$ cat src/rtl/pl_io_responder.sv
// pl_io_responder
// Memory-mapped I/O target for the CPU data bus. Answers requests whose
// addr[7] is set, using a req/ack handshake with WAIT_CYCLES wait states.
//
// Word map (w = addr[6:2]):
//   0..3  otp0..otp3, read/write
//   4..7  synchronized inp0..inp3, read-only
//   8     change flags in bits[3:0], cleared by a read (a new change wins)
//   9     irq mask in bits[3:0] (only when PL_IO_CHANGE_IRQ_EN is defined)
//   other reads return 0, writes are dropped
//
// Ports:
//   clock, resetn         system clock, async active-low reset
//   req, we, addr, datain request from the initiator, held until ack
//   dataout, ack          load data and one-cycle completion pulse
//   inp0..inp3            asynchronous external inputs
//   otp0..otp3            registered output ports
//   irq                   change interrupt
//
// Build option: PL_IO_CHANGE_IRQ_EN enables the mask register and irq.
// Without it, irq is tied low and word 9 reads 0.
//
// state  | meaning
// S_IDLE | waiting for a request in the I/O half of the address space
// S_WAIT | counting down wait states
// S_ACK  | ack cycle: perform write, or drive dataout and clear flags
module pl_io_responder #(
  parameter int WAIT_CYCLES = 0
) (
  input  logic        clock,
  input  logic        resetn,
  input  logic        req,
  input  logic        we,
  input  logic [31:0] addr,
  input  logic [31:0] datain,
  output logic [31:0] dataout,
  output logic        ack,
  input  logic [31:0] inp0,
  input  logic [31:0] inp1,
  input  logic [31:0] inp2,
  input  logic [31:0] inp3,
  output logic [31:0] otp0,
  output logic [31:0] otp1,
  output logic [31:0] otp2,
  output logic [31:0] otp3,
  output logic        irq
);

  typedef enum logic [1:0] {S_IDLE, S_WAIT, S_ACK} state_t;

  localparam logic [3:0] LP_WAIT = 4'(WAIT_CYCLES);

  state_t      r_state;
  state_t      w_state_nxt;
  logic [3:0]  r_cnt;
  logic        r_we;
  logic [4:0]  r_widx;
  logic [31:0] r_wdata;

  logic [31:0] r_otp   [4];
  logic [31:0] r_sync1 [4];
  logic [31:0] r_sync2 [4];
  logic [31:0] r_prev  [4];
  logic [31:0] w_inp   [4];
  logic [3:0]  r_flags;
  logic [3:0]  w_flag_set;
  logic [3:0]  w_flags_nxt;
  logic [3:0]  w_mask_rd;

  logic        w_accept;
  logic        w_ack_cyc;
  logic        w_do_wr;
  logic        w_do_rd;
  logic        w_clr;
  logic [31:0] w_rdata;

  // Only addr[7] and addr[6:2] take part in decode.
  logic        w_unused_addr;
  assign w_unused_addr = ^{addr[31:8], addr[1:0]};

  assign w_inp[0] = inp0;
  assign w_inp[1] = inp1;
  assign w_inp[2] = inp2;
  assign w_inp[3] = inp3;

  assign otp0 = r_otp[0];
  assign otp1 = r_otp[1];
  assign otp2 = r_otp[2];
  assign otp3 = r_otp[3];

  assign w_accept = (r_state == S_IDLE) && req && addr[7];

  // ---------------- FSM: state register ----------------
  always_ff @(posedge clock or negedge resetn) begin
    if (!resetn) r_state <= S_IDLE;
    else         r_state <= w_state_nxt;
  end

  // ---------------- FSM: next state ----------------
  always_comb begin
    w_state_nxt = r_state;
    case (r_state)
      S_IDLE: begin
        if (w_accept) w_state_nxt = (LP_WAIT != 4'd0) ? S_WAIT : S_ACK;
      end
      S_WAIT: begin
        if (r_cnt == 4'd1) w_state_nxt = S_ACK;
      end
      S_ACK:   w_state_nxt = S_IDLE;
      default: w_state_nxt = S_IDLE;
    endcase
  end

  // ---------------- FSM: outputs ----------------
  always_comb begin
    w_ack_cyc = (r_state == S_ACK);
    ack       = w_ack_cyc;
    dataout   = (w_ack_cyc && !r_we) ? w_rdata : 32'd0;
  end

  assign w_do_wr = w_ack_cyc && r_we;
  assign w_do_rd = w_ack_cyc && !r_we;
  assign w_clr   = w_do_rd && (r_widx == 5'd8);

  // Request latch and wait-state down-counter.
  always_ff @(posedge clock or negedge resetn) begin
    if (!resetn) begin
      r_cnt   <= 4'd0;
      r_we    <= 1'b0;
      r_widx  <= 5'd0;
      r_wdata <= 32'd0;
    end else if (w_accept) begin
      r_cnt   <= LP_WAIT;
      r_we    <= we;
      r_widx  <= addr[6:2];
      r_wdata <= datain;
    end else if (r_state == S_WAIT) begin
      r_cnt   <= r_cnt - 4'd1;
    end
  end

  // Output registers.
  always_ff @(posedge clock or negedge resetn) begin
    if (!resetn) begin
      for (int n = 0; n < 4; n++) r_otp[n] <= 32'd0;
    end else if (w_do_wr && (r_widx < 5'd4)) begin
      r_otp[r_widx[1:0]] <= r_wdata;
    end
  end

  // Two-flop synchronizer followed by a previous-value copy for change detect.
  always_ff @(posedge clock or negedge resetn) begin
    if (!resetn) begin
      for (int n = 0; n < 4; n++) begin
        r_sync1[n] <= 32'd0;
        r_sync2[n] <= 32'd0;
        r_prev[n]  <= 32'd0;
      end
    end else begin
      for (int n = 0; n < 4; n++) begin
        r_sync1[n] <= w_inp[n];
        r_sync2[n] <= r_sync1[n];
        r_prev[n]  <= r_sync2[n];
      end
    end
  end

  always_comb begin
    for (int n = 0; n < 4; n++) w_flag_set[n] = (r_sync2[n] != r_prev[n]);
  end

  // A change detected in the clearing cycle survives the clear.
  assign w_flags_nxt = (w_clr ? 4'd0 : r_flags) | w_flag_set;

  always_ff @(posedge clock or negedge resetn) begin
    if (!resetn) r_flags <= 4'd0;
    else         r_flags <= w_flags_nxt;
  end

`ifdef PL_IO_CHANGE_IRQ_EN
  logic [3:0] r_mask;
  logic [3:0] w_mask_nxt;
  logic       r_irq;

  assign w_mask_nxt = (w_do_wr && (r_widx == 5'd9)) ? r_wdata[3:0] : r_mask;

  // Registered from next-state values so irq tracks flags & mask exactly,
  // dropping in the cycle right after a clearing read.
  always_ff @(posedge clock or negedge resetn) begin
    if (!resetn) begin
      r_mask <= 4'd0;
      r_irq  <= 1'b0;
    end else begin
      r_mask <= w_mask_nxt;
      r_irq  <= |(w_flags_nxt & w_mask_nxt);
    end
  end

  assign w_mask_rd = r_mask;
  assign irq       = r_irq;
`else
  assign w_mask_rd = 4'd0;
  assign irq       = 1'b0;
`endif

  // Read mux on the latched word index.
  always_comb begin
    w_rdata = 32'd0;
    if (r_widx < 5'd4)       w_rdata = r_otp[r_widx[1:0]];
    else if (r_widx < 5'd8)  w_rdata = r_sync2[r_widx[1:0]];
    else if (r_widx == 5'd8) w_rdata = {28'd0, r_flags};
    else if (r_widx == 5'd9) w_rdata = {28'd0, w_mask_rd};
  end

endmodule

$ cat config.mk
export PLATFORM = sky130hd
export DESIGN_NAME = pl_io_responder
export DESIGN_NICKNAME = d
export VERILOG_FILES = /design/src/rtl/pl_io_responder.sv
export SDC_FILE = /design/constraint.sdc
export NUM_CORES = 1
export LEC_CHECK = 0
export ABC_AREA = 1
export CORE_MARGIN = 2
export CORE_UTILIZATION = 52
export DETAILED_ROUTE_END_ITERATION = 10
export MAX_ROUTING_LAYER = met4
export PLACE_DENSITY_LB_ADDON = 0.15
export RECOVER_POWER = 25
export SLEW_MARGIN = 10
export SYNTH_ARGS = -nofsm -noshare
export SYNTH_HDL_FRONTEND = slang
export SYNTH_SLANG_ARGS = --single-unit
export TNS_END_PERCENT = 20
$ cat constraint.sdc
create_clock -name clock -period 1.8 [get_ports clock]
set_input_delay 0.36 -clock clock [delete_from_list [all_inputs] [get_ports clock]]
set_output_delay 0.36 -clock clock [all_outputs]
set_load 0.02 [all_outputs]
# Word level (Yosys, flattened, before mapping)
# Cells that the tools add are included.
# word_totals
mem_bits_ro	0
ff_bits	560
mem_bits_rw	0
latch_bits	0
output_inout_bits	162
inputBits	196
memories	0
# classes
n_mul	0
n_addsub	1
order_cmp	4
bitwise_logic	2
mux	19
shifts	0
eq_ne	10
div_mod_pow	0
n_reduce_logical	11
# op_table
op	n
32-bit two-way mux	8
32-bit binary-select mux with 2-bit select	2
128-bit bitwise mux	1
32-bit inequality test	4
32-bit demux with 2-bit select	1
4-bit two-way mux	4
1-bit logical AND	7
5-bit by 4-bit == test with 1-bit output, second input constant	1
5-bit by 3-bit < comparator with 1-bit output, second input constant	1
5-bit by 4-bit < comparator with 1-bit output, second input constant	1
4-bit by 1-bit == test with 1-bit output, second input constant	1
2-bit two-way mux	2
2-bit inequality test, second input constant	2
4-bit OR	1
2-bit one-hot mux with 2 select lines	1
4-bit by 1-bit subtractor with 4-bit output, second input constant	1
3-bit >= comparator, second input constant	1
3-bit by 1-bit < comparator with 1-bit output, second input constant	1
2-bit inverter with 3-bit output	1
2-bit by 1-bit == test with 1-bit output, second input constant	1
2-bit == test, second input constant	1
2-bit zero test	1
2-bit AND reduction	1
2-bit nonzero test	1
1-bit zero test	1

# Logic depth before layout (Yosys ltp)
# depth
word_depth	7
ltp_mapped	8
depth_no_buf	8

# Least setup slack after synthesis
# OpenSTA, ideal clock, no wires.
# synth_timing
kind	reg-to-output
start	register r_widx[4]
end	output port dataout[12]
path_stages_with_launch	7
slack_ns	-0.005
required_time_ns	1.440
arrival_time_ns	1.445
cell_sequence	dfrtp_1 nor2_2 inv_1 nor2_2 buf_2 nand2_1 nor2_1
# synth_via
elab_chain_cells	4
elab_cells_between_ends	5
# synth_rtl
item	line_no	text
start: declaration	57	logic [4:0] r_widx;
start signal: assignment	135	r_widx <= addr[6:2];
5-bit by 4-bit < comparator with 1-bit output	210	else if (r_widx < 5'd8) w_rdata = r_sync2[r_widx[1:0]];
32-bit two-way mux	210	
32-bit two-way mux (*)	209	if (r_widx < 5'd4) w_rdata = r_otp[r_widx[1:0]];
32-bit two-way mux (*)	118	dataout = (w_ack_cyc && !r_we) ? w_rdata : 32'd0;
end: declaration	36	output logic [31:0] dataout,
# Mark *: on every way between the ends. The rest lies on a longest branch, timed or not.

# Final worst setup path
# layout_timing
start	register r_widx[0]
end	output port dataout[3]
# layout_via
elab_chain_cells	7
elab_cells_between_ends	14
# layout_rtl
item	line_no
2-bit inverter with 3-bit output (implied by the code)	209, 210
32-bit binary-select mux with 2-bit select	210
32-bit two-way mux (implied by the code) (2 in a row)	210
32-bit two-way mux	210
32-bit two-way mux (*)	209
32-bit two-way mux (*)	118
# Mark *: on every way between the ends. The rest lies on a longest branch, timed or not. The select of a mux whose other input is x is not followed.

==> impl_metrics.ini <==
[clocking]
clk_pin_slew_worst_paths_ns = 0.06
clkLatencyLatePin_ns = 0.61
cts_root_buffer = clkbuf_16
htreeDepth = 2
clock_tree.buffer_depth = 3
cts_inserted_buffers = 55
numClockSinks = 555
cts_tree = yes

[setup_path]
setup.worst_path.start_class = flip-flop
critical_path_arrival_ns = 2.41
critical_path_peak_fanout = 6
crit_path_end_kind = output port
setup.worst_path.class = reg2out
critPathRequiredTime_ns = 1.44

[power]
p_per_area_nw_per_um2 = 1190
vdd_ir_drop_max_uv = 784
totalPowerFinal_mw = 34.3
power.leakage_nw = 13.5

[placed_design]
gp_congestion = 0.873
io_buffers = 330
dp_hpwl_um = 41000
pre_cts_slack_ns = -0.893

[finish]
layout.cells.most_common_list = dfrtp_1 (550), nand2_1 (390), buf_4 (279)
multi_input_comb_area_um2 = 5740
layout-drive-gt1-share_pct = 31.8
register_area_um2 = 13900
area_delta_synth_final_pct = 45.8
nNetsFinal = 2561
layout.filler_cells = 2397
core_occupancy_in_the_finished_layout_pct = 76.8
layout_commonest_cell = dfrtp_1

[drt]
viasPerCell = 5.13
dr.max_layer_used = met4
dr.first_iter.drc_count = 1097
drc_errors = 0
dr_total_vias = 15040
firstDrtPassIters = 5
finalWirelength_um = 59700
detailroute.wirelength.met3_um = 3860
sum_of_met2_wire_segment_lengths_after_detailed_routing_um = 29700
post_drt_wl_per_cell_um = 20.4
postRouteAntennaNets = 0
wl_met1_um = 24000

[global_routing]
first_pass_grt_wire_length_um = 88300
gr_ovfl_total = 0
grt_start_max_net_pins = 92
grtUsageTotal_pct = 31.0
first_global_vias = 15526
antenna_violations_before_repair = 8

[synthesis]
synthTopCellsByArea = dfrtp_1 (70%), nand2_1 (8.6%), xnor2_1 (5.2%)
asyncSetResetFlopFracSynth_pct = 100
synth_top_flop_cell = dfrtp_1
cells_after_synthesis = 1709
synth.distinct_cells = 29
synth.ff_latch_count = 555
netlist_area_um2 = 19800
synth_edf_count = 0
synth_top_area_cell = dfrtp_1
synth_seq_area_share_pct = 70.1
synthDominantCellAreaShare_pct = 70.1
synth.yosys.warnings = 0
synthesis.nets = 1905
avg_synthesized_cell_area_um2 = 11.6

[timing]
final.setup_skew_ns = 0.0191
worst_pin_slew_ns = 1.08
maxSlewHeadroom_pct = 28.1
period_minus_slack_ns = 2.77
holdWs_ns = 0.300
finalSetupViolCount = 68
hold_viol = 0
final.period_utilization_pct = 154
worst_slack_ns = -0.966
timing.final.max_slew_violations = 0
unrepaired_setup_endpoints_after_global_routing = true
highest_achievable_clock_rate_ghz = 0.362

[status]
failed_checks = setup timing
run_status = complete, but fails checks

[job]
maxCapViolCount = 0

[die]
die_height_um = 199
fp.coreArea_um2 = 37600
core.rowCount = 71
fp.dieArea_um2 = 39700
initial_utilization_pct = 52.7
io_pins = 358
die_width_um = 199

[worst_hold_path]
timing.hold.worst.class = in2reg
synth_stat cells, types with 17 or more instances:
| cell type | count |
|---|---|
| o22ai_1 | 39 |
| o21ai_1 | 88 |
| nand2_1 | 453 |
| buf_6 | 25 |
| o21ai_2 | 40 |
| a211oi_1 | 25 |
| clkbuf_1 | 17 |
| o21ai_0 | 114 |
| xnor2_1 | 118 |
| dfrtp_1 | 555 |
| inv_1 | 101 |
| nor2_1 | 77 |
stage by stage:
step	TNS [ns]	cell area, um^2	instances
3_3_place_gp	-22.53	26000	2789
4_1_cts	-26.99	28500	2899
5_1_grt	-33.62	28900	2929
2_1_floorplan	-0.0859	19800	1709
6_report	-29.12	28900	2929
3_5_place_dp	-23.20	26000	2789
logic make-up after synthesis:
logic type | after synthesis | synth area share (%)
and+or+nand+nor | 554 | 11.0
xor gates and xnor gates | 118 | 5.22
DFF | 555 | 70.1
AOI/OAI and AO/OA | 311 | 9.26
buffers and inverters | 170 | 4.40
other | 1 | 0.0189
power breakdown:
| group | switching [mW] | internal (mW) | total, mW |
|---|---|---|---|
| Sequential | 0.723 | 13.6 | 14.3 |
| Clock | 4.87 | 7.33 | 12.2 |
| Combinational | 4.27 | 3.48 | 7.75 |
layer usage:
layer / vias to the layer above / global-route usage, %
met2: 582 / 50.1
li1: 6795 / -
met5: - / -
met3: 117 / 4.79
met4: 0 / 12.0
met1: 7546 / 39.7
critical path: stages (launching register included):
cell	delay, ns
dfrtp_2	0.47
buf_6	0.15
nor2_4	0.16
buf_12	0.16
nand4_1	0.15
buf_4	0.20
o21ai_2	0.13
nand2_2	0.10
nor2_4	0.14
buf_6	0.14
area by class of cell:
cell class	count	area share, %
antenna	8	0.0693
clock buffer	76	5.50
clock inverter	26	1.30
inverter	105	1.42
multi-input combinational	984	19.9
sequential	555	48.1
tap	511	2.21
timing repair buffer	664	21.5
path summary, 6_finish.rpt:
kind                            cells past startpoint      endpoint         from  slack (ns)
worst max-delay path                                9    dataout[3]    r_widx[0]       -0.97
worst min-delay path                                1   r_sync1[35]      inp2[3]        0.30
worst max register to register                     12      otp2[29]    r_widx[0]       -0.12
worst min register to register                      0   r_sync2[36]  r_sync1[36]        0.35
max in group asynchronous                           3  r_sync2[124]       resetn        0.24
min in group asynchronous                           2   r_sync1[51]       resetn        0.52
sequential cells by signal, summed over array words and instances, names as in the netlist:
name / cells
r_widx: 5
r_prev: 128
r_flags: 4
otp1: 32
r_sync2: 128
otp3: 32
otp2: 32
r_state: 1
r_sync1: 128
otp0: 32
r_wdata: 32
r_we: 1
repair_timing:
item                                    in CTS  in global routing
pin swaps                                   39                 76
buffers inserted                            10                 26
hold endpoints to repair                    97                  0
gates cloned                                 2                  1
resized for setup                          608                226
endpoints found under the setup margin     161                138
hold buffers                                 1                  0
Power figures use the tool's default switching activity.
